$ cat src/rtl/fft_2_pipe.sv
// fft_2_pipe: 3-stage streaming radix-2 butterfly, y1 = x1 + w*x2, y2 = x1 - w*x2.
// S1 registers operands and the effective twiddle, S2 forms the rounded complex
// product, S3 adds/subtracts, optionally halves, saturates and drives y.
// A single enable (= in_ready) freezes every stage, so a stall never drops
// or duplicates a sample.
module fft_2_pipe #(
    parameter int DATA_WIDTH = 16,
    parameter int TW_WIDTH   = 16
) (
    input  logic                         clk,
    input  logic                         rst_n,
    input  logic                         in_valid,
    output logic                         in_ready,
    input  logic signed [DATA_WIDTH-1:0] x1_r,
    input  logic signed [DATA_WIDTH-1:0] x1_i,
    input  logic signed [DATA_WIDTH-1:0] x2_r,
    input  logic signed [DATA_WIDTH-1:0] x2_i,
    input  logic signed [TW_WIDTH-1:0]   t_r,
    input  logic signed [TW_WIDTH-1:0]   t_i,
    input  logic                         inverse,
    input  logic                         scale,
    output logic                         out_valid,
    input  logic                         out_ready,
    output logic signed [DATA_WIDTH-1:0] y1_r,
    output logic signed [DATA_WIDTH-1:0] y1_i,
    output logic signed [DATA_WIDTH-1:0] y2_r,
    output logic signed [DATA_WIDTH-1:0] y2_i,
    output logic                         ovf,
    input  logic                         clr_ovf
);

    localparam int DW     = DATA_WIDTH;
    localparam int TW     = TW_WIDTH;
    localparam int PW     = DW + TW + 2;   // full-precision product
    localparam int MW     = DW + 2;        // rounded product, never saturated
    localparam int SW     = DW + 3;        // sum/difference headroom
    localparam int STAGES = 3;

    // half an LSB of the Q1.(TW-2) product, for round-half-up
    localparam logic signed [PW-1:0] RND  = PW'(1) <<< (TW - 3);
    localparam logic signed [SW-1:0] SMAX = SW'((64'sd1 <<< (DW - 1)) - 64'sd1);
    localparam logic signed [SW-1:0] SMIN = SW'(-(64'sd1 <<< (DW - 1)));

    typedef struct packed {
        logic signed [DW-1:0] x1_r;
        logic signed [DW-1:0] x1_i;
        logic signed [DW-1:0] x2_r;
        logic signed [DW-1:0] x2_i;
        logic signed [TW-1:0] w_r;
        logic signed [TW:0]   w_i;     // one extra bit: -(-2^(TW-1)) must fit
        logic                 scale;
    } s1_t;

    typedef struct packed {
        logic signed [DW-1:0] x1_r;
        logic signed [DW-1:0] x1_i;
        logic signed [MW-1:0] m_r;
        logic signed [MW-1:0] m_i;
        logic                 scale;
    } s2_t;

    logic [STAGES:1] vld_pipe;
    logic            en;
    s1_t             s1_d, s1_q;
    s2_t             s2_d, s2_q;

    logic signed [PW-1:0] a_r, a_i, b_r, b_i, p_r, p_i;
    logic signed [SW-1:0] v1_r, v1_i, v2_r, v2_i;
    logic                 any_sat;

    function automatic logic signed [SW-1:0] halve(input logic signed [SW-1:0] v,
                                                   input logic do_it);
        return do_it ? ((v + SW'(1)) >>> 1) : v;
    endfunction

    function automatic logic out_of_range(input logic signed [SW-1:0] v);
        return (v > SMAX) || (v < SMIN);
    endfunction

    function automatic logic signed [DW-1:0] clamp(input logic signed [SW-1:0] v);
        if (v > SMAX) return DW'(SMAX);
        if (v < SMIN) return DW'(SMIN);
        return DW'(v);
    endfunction

    assign out_valid = vld_pipe[STAGES];
    assign in_ready  = !out_valid || out_ready;
    assign en        = in_ready;

    // valid bits march with their data; a stall freezes them all, bubbles included
    always_ff @(posedge clk or negedge rst_n) begin
        if (!rst_n) vld_pipe <= '0;
        else if (en) vld_pipe <= {vld_pipe[STAGES-1:1], in_valid};
    end

    // S1 input: conjugate the twiddle here so later stages never see inverse
    always_comb begin
        s1_d       = '0;
        s1_d.x1_r  = x1_r;
        s1_d.x1_i  = x1_i;
        s1_d.x2_r  = x2_r;
        s1_d.x2_i  = x2_i;
        s1_d.w_r   = t_r;
        s1_d.w_i   = inverse ? -(TW+1)'(t_i) : (TW+1)'(t_i);
        s1_d.scale = scale;
    end

    // S1 register
    always_ff @(posedge clk or negedge rst_n) begin
        if (!rst_n) s1_q <= '0;
        else if (en && in_valid) s1_q <= s1_d;
    end

    // S2 input: complex multiply at full precision, then round half-up to data scale
    always_comb begin
        a_r = PW'(s1_q.x2_r);
        a_i = PW'(s1_q.x2_i);
        b_r = PW'(s1_q.w_r);
        b_i = PW'(s1_q.w_i);
        p_r = a_r * b_r - a_i * b_i;
        p_i = a_r * b_i + a_i * b_r;
        s2_d       = '0;
        s2_d.x1_r  = s1_q.x1_r;
        s2_d.x1_i  = s1_q.x1_i;
        s2_d.m_r   = MW'((p_r + RND) >>> (TW - 2));
        s2_d.m_i   = MW'((p_i + RND) >>> (TW - 2));
        s2_d.scale = s1_q.scale;
    end

    // S2 register
    always_ff @(posedge clk or negedge rst_n) begin
        if (!rst_n) s2_q <= '0;
        else if (en && vld_pipe[1]) s2_q <= s2_d;
    end

    // S3 input: butterfly add/sub with optional rounded halving
    always_comb begin
        v1_r = halve(SW'(s2_q.x1_r) + SW'(s2_q.m_r), s2_q.scale);
        v1_i = halve(SW'(s2_q.x1_i) + SW'(s2_q.m_i), s2_q.scale);
        v2_r = halve(SW'(s2_q.x1_r) - SW'(s2_q.m_r), s2_q.scale);
        v2_i = halve(SW'(s2_q.x1_i) - SW'(s2_q.m_i), s2_q.scale);
        any_sat = out_of_range(v1_r) || out_of_range(v1_i) ||
                  out_of_range(v2_r) || out_of_range(v2_i);
    end

    // S3 / output register: y only moves when a real sample lands here
    always_ff @(posedge clk or negedge rst_n) begin
        if (!rst_n) begin
            y1_r <= '0;
            y1_i <= '0;
            y2_r <= '0;
            y2_i <= '0;
        end else if (en && vld_pipe[2]) begin
            y1_r <= clamp(v1_r);
            y1_i <= clamp(v1_i);
            y2_r <= clamp(v2_r);
            y2_i <= clamp(v2_i);
        end
    end

    // sticky overflow: a saturating sample landing in y beats a same-cycle clear
    always_ff @(posedge clk or negedge rst_n) begin
        if (!rst_n) ovf <= 1'b0;
        else if (en && vld_pipe[2] && any_sat) ovf <= 1'b1;
        else if (clr_ovf) ovf <= 1'b0;
    end

endmodule

$ cat config.mk
export PLATFORM = sky130hd
export DESIGN_NAME = fft_2_pipe
export DESIGN_NICKNAME = d
export VERILOG_FILES = /design/src/rtl/fft_2_pipe.sv
export SDC_FILE = /design/constraint.sdc
export NUM_CORES = 2
export LEC_CHECK = 0
export BUFFER_PORTS_ARGS = -buffer_cell sky130_fd_sc_hd__clkbuf_2
export CAP_MARGIN = 15
export CORE_MARGIN = 2
export CORE_UTILIZATION = 50
export CTS_CLUSTER_SIZE = 40
export DETAILED_ROUTE_END_ITERATION = 8
export GPL_TIMING_DRIVEN = 0
export PLACE_DENSITY = 0.66
export SYNTH_ARGS = -nofsm -noshare
export SYNTH_HDL_FRONTEND = slang
export SYNTH_SLANG_ARGS = --single-unit
$ cat constraint.sdc
create_clock -name clk -period 10.6 [get_ports clk]
set_input_delay 1.59 -clock clk [delete_from_list [all_inputs] [get_ports clk]]
set_output_delay 1.59 -clock clk [all_outputs]
set_load 0.02 [all_outputs]
# Word-level counts from Yosys, hierarchy flattened
# Cells that the tools add are included.
# totals
register_bits	235
output_inout_bits	67
elab_cells	100
# classes
add_sub_neg	13
mul	4
magnitude_cmp	8
muxes	43
n_reduce_logical	14
# ops
operator	n
$mux 16	16
$add 19x2->19 const B	4
$gt 19x16->1 const B	4
$lt 19x16->1 const B	4
$mux 19	4
$add 32x15->32 const B	2
$mul 16x16->32	2
$mul 16x17->32	2
$add 16x18->19	2
$sub 16x18->19	2
$add 32x32->32	1
$sub 32x32->32	1
$mux 1	22
$mux 17	1
$neg 16->17	1
$logic_or 1x1->1	8
$logic_and 1x1->1	4
$reduce_bool 2->1	1
$logic_not 1->1	1

# Longest topological paths before layout
# logic_depth
ltp_word	10
ltp_mapped	31
depth_no_buf	30

# Worst setup path after synthesis
# OpenSTA, ideal clock, no wires.
# synth_timing
path_kind	register -> register
from	register s1_q (netlist bit b_i[16])
to	register s2_q[36] (netlist name)
setup_time_ns	0.133
t_arrival_ns	7.487
t_required_ns	10.467
path_slack_ns	2.980
stages_incl_launch_ff	27
n_path_buf	2
synth_period_minus_slack_ns	7.620
cell_sequence	dfrtp_1 -> clkbuf_1 -> clkbuf_1 -> nand2_1 -> inv_1 -> fa_1 -> inv_1 -> fa_1 -> inv_1 -> fa_1 -> fa_1 -> inv_1 -> fa_1 -> fa_1 -> fa_1 -> inv_1 -> fa_1 -> inv_1 -> ha_1 -> and3_1 -> a311oi_1 -> a21boi_0 -> o21ai_0 -> a211oi_1 -> o21bai_1 -> xnor2_1 -> o21ai_0
# synth_between
elab_chain_len	3
# synth_lines
item	line	rtl
start: declaration	64	s1_t s1_d, s1_q;
start signal: assignment	110	if (!rst_n) s1_q <= '0;
start signal: assignment	111	else if (en && in_valid) s1_q <= s1_d;
$mul 16x17->32	120	p_r = a_r * b_r - a_i * b_i;
$sub 32x32->32	120	
$add 32x15->32	125	s2_d.m_r = MW'((p_r + RND) >>> (TW - 2));
end signal: assignment	132	if (!rst_n) s2_q <= '0;
end signal: assignment	133	else if (en && vld_pipe[1]) s2_q <= s2_d;
end: declaration	65	s2_t s2_d, s2_q;
# Every way passes these cells.
# A chain may end at the register's enable or synchronous reset.

# Worst setup path after layout
# layout_timing
from	register s1_q (netlist bit b_r[15])
to	register s2_q[34] (netlist name)
# layout_between
elab_chain_len	3
# layout_lines
item	line
$mul 16x16->32	120
$sub 32x32->32	120
$add 32x15->32	125
# Every way passes these cells.

==> reports/qor.csv <==
stage,metric,value,unit
yosys,synth_edf_count,0,
placed_design,portBuffers,169,
worst_setup_path,crit_top_cell,fa_1,
yosys,synth_commonest_cells,"inv_1 (1350), fa_1 (1168), nand2_1 (711)",
timing,fmax,0.0965,GHz
route,ant_nets,0,
clock_tree,htreeDepth,1,
yosys,syn_area,55000,um^2
worst_setup_path,endpoint_kind,flop,
floorplan,chipHeight,336,um
route,drtIter0Drc,3950,
placed_design,hpwl,162000,um
yosys,synth_area_leaders,"fa_1 (43%), dfrtp_1 (11%), inv_1 (9.2%), ha_1 (8.5%), and2_1 (5.7%)",
route,met2_length,83800,um
placed_design,placed_area,57800,um^2
layout,post-route-util,54.1,%
yosys,synth_top_cell_by_area,fa_1,
clock_tree,postCtsSetupBuffers,0,
route,drc_errors,0,
floorplan,core_area,109000,um^2
clock_tree,numCtsBuffers,31,
yosys,ys_types,95,
yosys,ys.flop_type,dfrtp_1,
route,firstDrtPassIters,6,
layout,drive_gt1_share,6.64,%
yosys,yosysTopAreaCellShare,42.5,%
timing,setup_viol,0,
worst_setup_path,required,11.08,ns
timing,rsz0062_at_grt,no,
yosys,yosysMostFrequentCell,inv_1,
floorplan,fp-row-count,121,
route,detail_route.wl_per_cell,26.1,um
timing,fin_tns_setup,0,ns
yosys,syn_inst,5925,
yosys,synth_nets,7570,
floorplan,start_util,50.4,%
global_routing,grt_pass1_vias,44200,
yosys,ys_seq_area_share,10.7,%
yosys,async_reset_ff_share,100,%
clock_tree,cts.root.buffer_cell,clkbuf_16,
route,wl_met3,24700,um
yosys,ys_warn_count,0,
clock_tree,cts.sinks,235,
global_routing,grt_pass1_wl,292000,um
worst_setup_path,cp.arrival,10.84,ns
floorplan,io_pins,170,
worst_setup_path,path_class,reg -> reg,
min_path,hp-class,reg -> reg,
global_routing,grt_max_degree,101,
worst_setup_path,cpPeakStageDelay,0.93,ns
layout,layout.nets,7785,
yosys,postSynthAreaPerCell,9.28,um^2
global_routing,grt_usage,35.9,%
worst_setup_path,worst_path_max_delay_cell,dfrtp_1,
route,vias,43600,
timing,period_share,97.7,%
placed_design,gp_congestion,1.05,
timing,timing.final.max_slew_violations,0,
clock_tree,clk_latency,0.71,ns
clock_tree,clkSlewWorstSetupHoldPaths,0.06,ns
worst_setup_path,cp_cell_sequence,clkbuf_1 > inv_1 > clkbuf_1 > nor2_1 > fa_1 > fa_1 > fa_1 > fa_1 > fa_1 > fa_1 > fa_1 > inv_1 > fa_1 > inv_1 > ha_1 > and3_1 > a311oi_1 > a21boi_0 > o21ai_0 > a21o_1 > a21oi_1 > xor2_1 > o21ai_0,
yosys,ys_seq_elements,235,
global_routing,overflow,0,
floorplan,dieArea,113000,um^2
worst_setup_path,crit_family,adder cells,
route,top_layer_used,met5,
clock_tree,ctsResizeCount,0,
route,drt-total-wl,198000,um
layout,fin_area,58900,um^2
job,maxCapViolCount,0,
clock_tree,tritoncts,done,
timing,finalClockSkew,0.0795,ns
route,via_per_inst,5.73,
route,m1WireLength,75800,um
timing,hold_viol,0,
run_status,status,"complete, no violations",
timing,tightest_slew,1.41,ns
timing,fin_crit,10.36,ns
worst_setup_path,crit_path_start_kind,flop,
clock_tree,clockBufferDepth,3,
worst_setup_path,cp_num_buf_inv,5,
placed_design,pre_cts_slack,0.600,ns
timing,maxSlewHeadroom,6.00,%
floorplan,die_w,336,um
clock_tree,postCtsHoldBufs,0,
global_routing,antenna_found_initial,40,
timing,timing.final.ws_setup,0.242,ns
worst_setup_path,crit_fanout,10,
layout,syn_to_final_growth,7.17,%
-- worst reg2reg max path, stage by stage (launching register included) --
cell	delay, ns
dfrtp_1	0.93
clkbuf_1	0.81
inv_1	0.54
clkbuf_1	0.47
nor2_1	0.49
fa_1	0.52
fa_1	0.56
fa_1	0.45
fa_1	0.51
fa_1	0.64
fa_1	0.48
fa_1	0.50
inv_1	0.05
fa_1	0.47
inv_1	0.04
ha_1	0.30
and3_1	0.19
a311oi_1	0.26
a21boi_0	0.48
o21ai_0	0.42
a21o_1	0.30
a21oi_1	0.17
xor2_1	0.43
o21ai_0	0.15
-- layout make-up --
| type | count | area [um^2] |
|---|---|---|
| Fill cell | 10100 | 50100 |
| Multi-Input combinational cell | 4044 | 42900 |
| Sequential cell | 235 | 5880 |
| Inverter | 1354 | 5080 |
| Tap cell | 1414 | 1770 |
| Buffer | 292 | 1130 |
| Timing Repair Buffer | 182 | 1070 |
| Clock buffer | 36 | 815 |
| Clock inverter | 21 | 215 |
| Antenna cell | 27 | 67.6 |
-- worst paths after layout --
check	startpoint	end	slack, ns	cells after the start
setup reg to reg	b_r[15]$_DFFE_PN0P_	s2_q[34]$_DFFE_PN0P_	0.24	23
max in group asynchronous	rst_n	s1_q[85]$_DFFE_PN0P_	8.41	3
hold / removal	y1_i[15]$_DFFE_PN0P_	y1_i[15]$_DFFE_PN0P_	0.48	2
setup / recovery	b_r[15]$_DFFE_PN0P_	s2_q[34]$_DFFE_PN0P_	0.24	23
hold reg to reg	y1_i[15]$_DFFE_PN0P_	y1_i[15]$_DFFE_PN0P_	0.48	2
min in group asynchronous	rst_n	a_r[0]$_DFFE_PN0P_	0.91	1
-- layer usage --
layer	vias to the layer above	global-route usage, %
met5	-	0.391
met4	20	20.5
met3	687	11.6
met2	2652	52.9
met1	21900	46.6
li1	18300	-
-- kinds of logic after synthesis --
group / share of synthesized area [%]
DFF: 10.7
muxes: 2.74
xor gates and xnor gates: 2.60
and+or+nand+nor: 14.9
AOI/OAI and AO/OA: 6.74
buffers and inverters: 11.3
adders and majority gates: 51.0
-- through the flow --
stage | hold slack, ns | instances
floorplan | 0.436 | 5925
global placement | 0.461 | 7508
detailed placement | 0.469 | 7515
CTS | 0.483 | 7572
global route | 0.501 | 7581
finish | 0.480 | 7605
-- sequential cells by signal (all words and copies together), names as in the netlist --
signal / cells
ovf: 1
y2_i: 16
a_i: 16
s1_q: 33
b_r: 16
vld_pipe: 3
s2_q: 69
y1_i: 16
b_i: 17
a_r: 16
y2_r: 16
y1_r: 16
-- layout by cell type, fill, tap and decap left out, drive strengths merged, types with 32 or more instances in the layout --
cell / count
xor2: 51
xnor2: 112
nor2b: 52
fa: 1168
inv: 1354
o21ai: 172
nand2b: 42
nand2: 711
o31ai: 45
nand3: 32
buf: 35
and2: 500
clkbuf: 475
a21oi: 121
nor3: 43
nor2: 122
mux2: 122
a21o: 34
ha: 374
dfrtp: 235
Power is left out: the tool's default activity adds up to more than one toggle a clock period on the data nets, which glitch-free logic cannot reach.
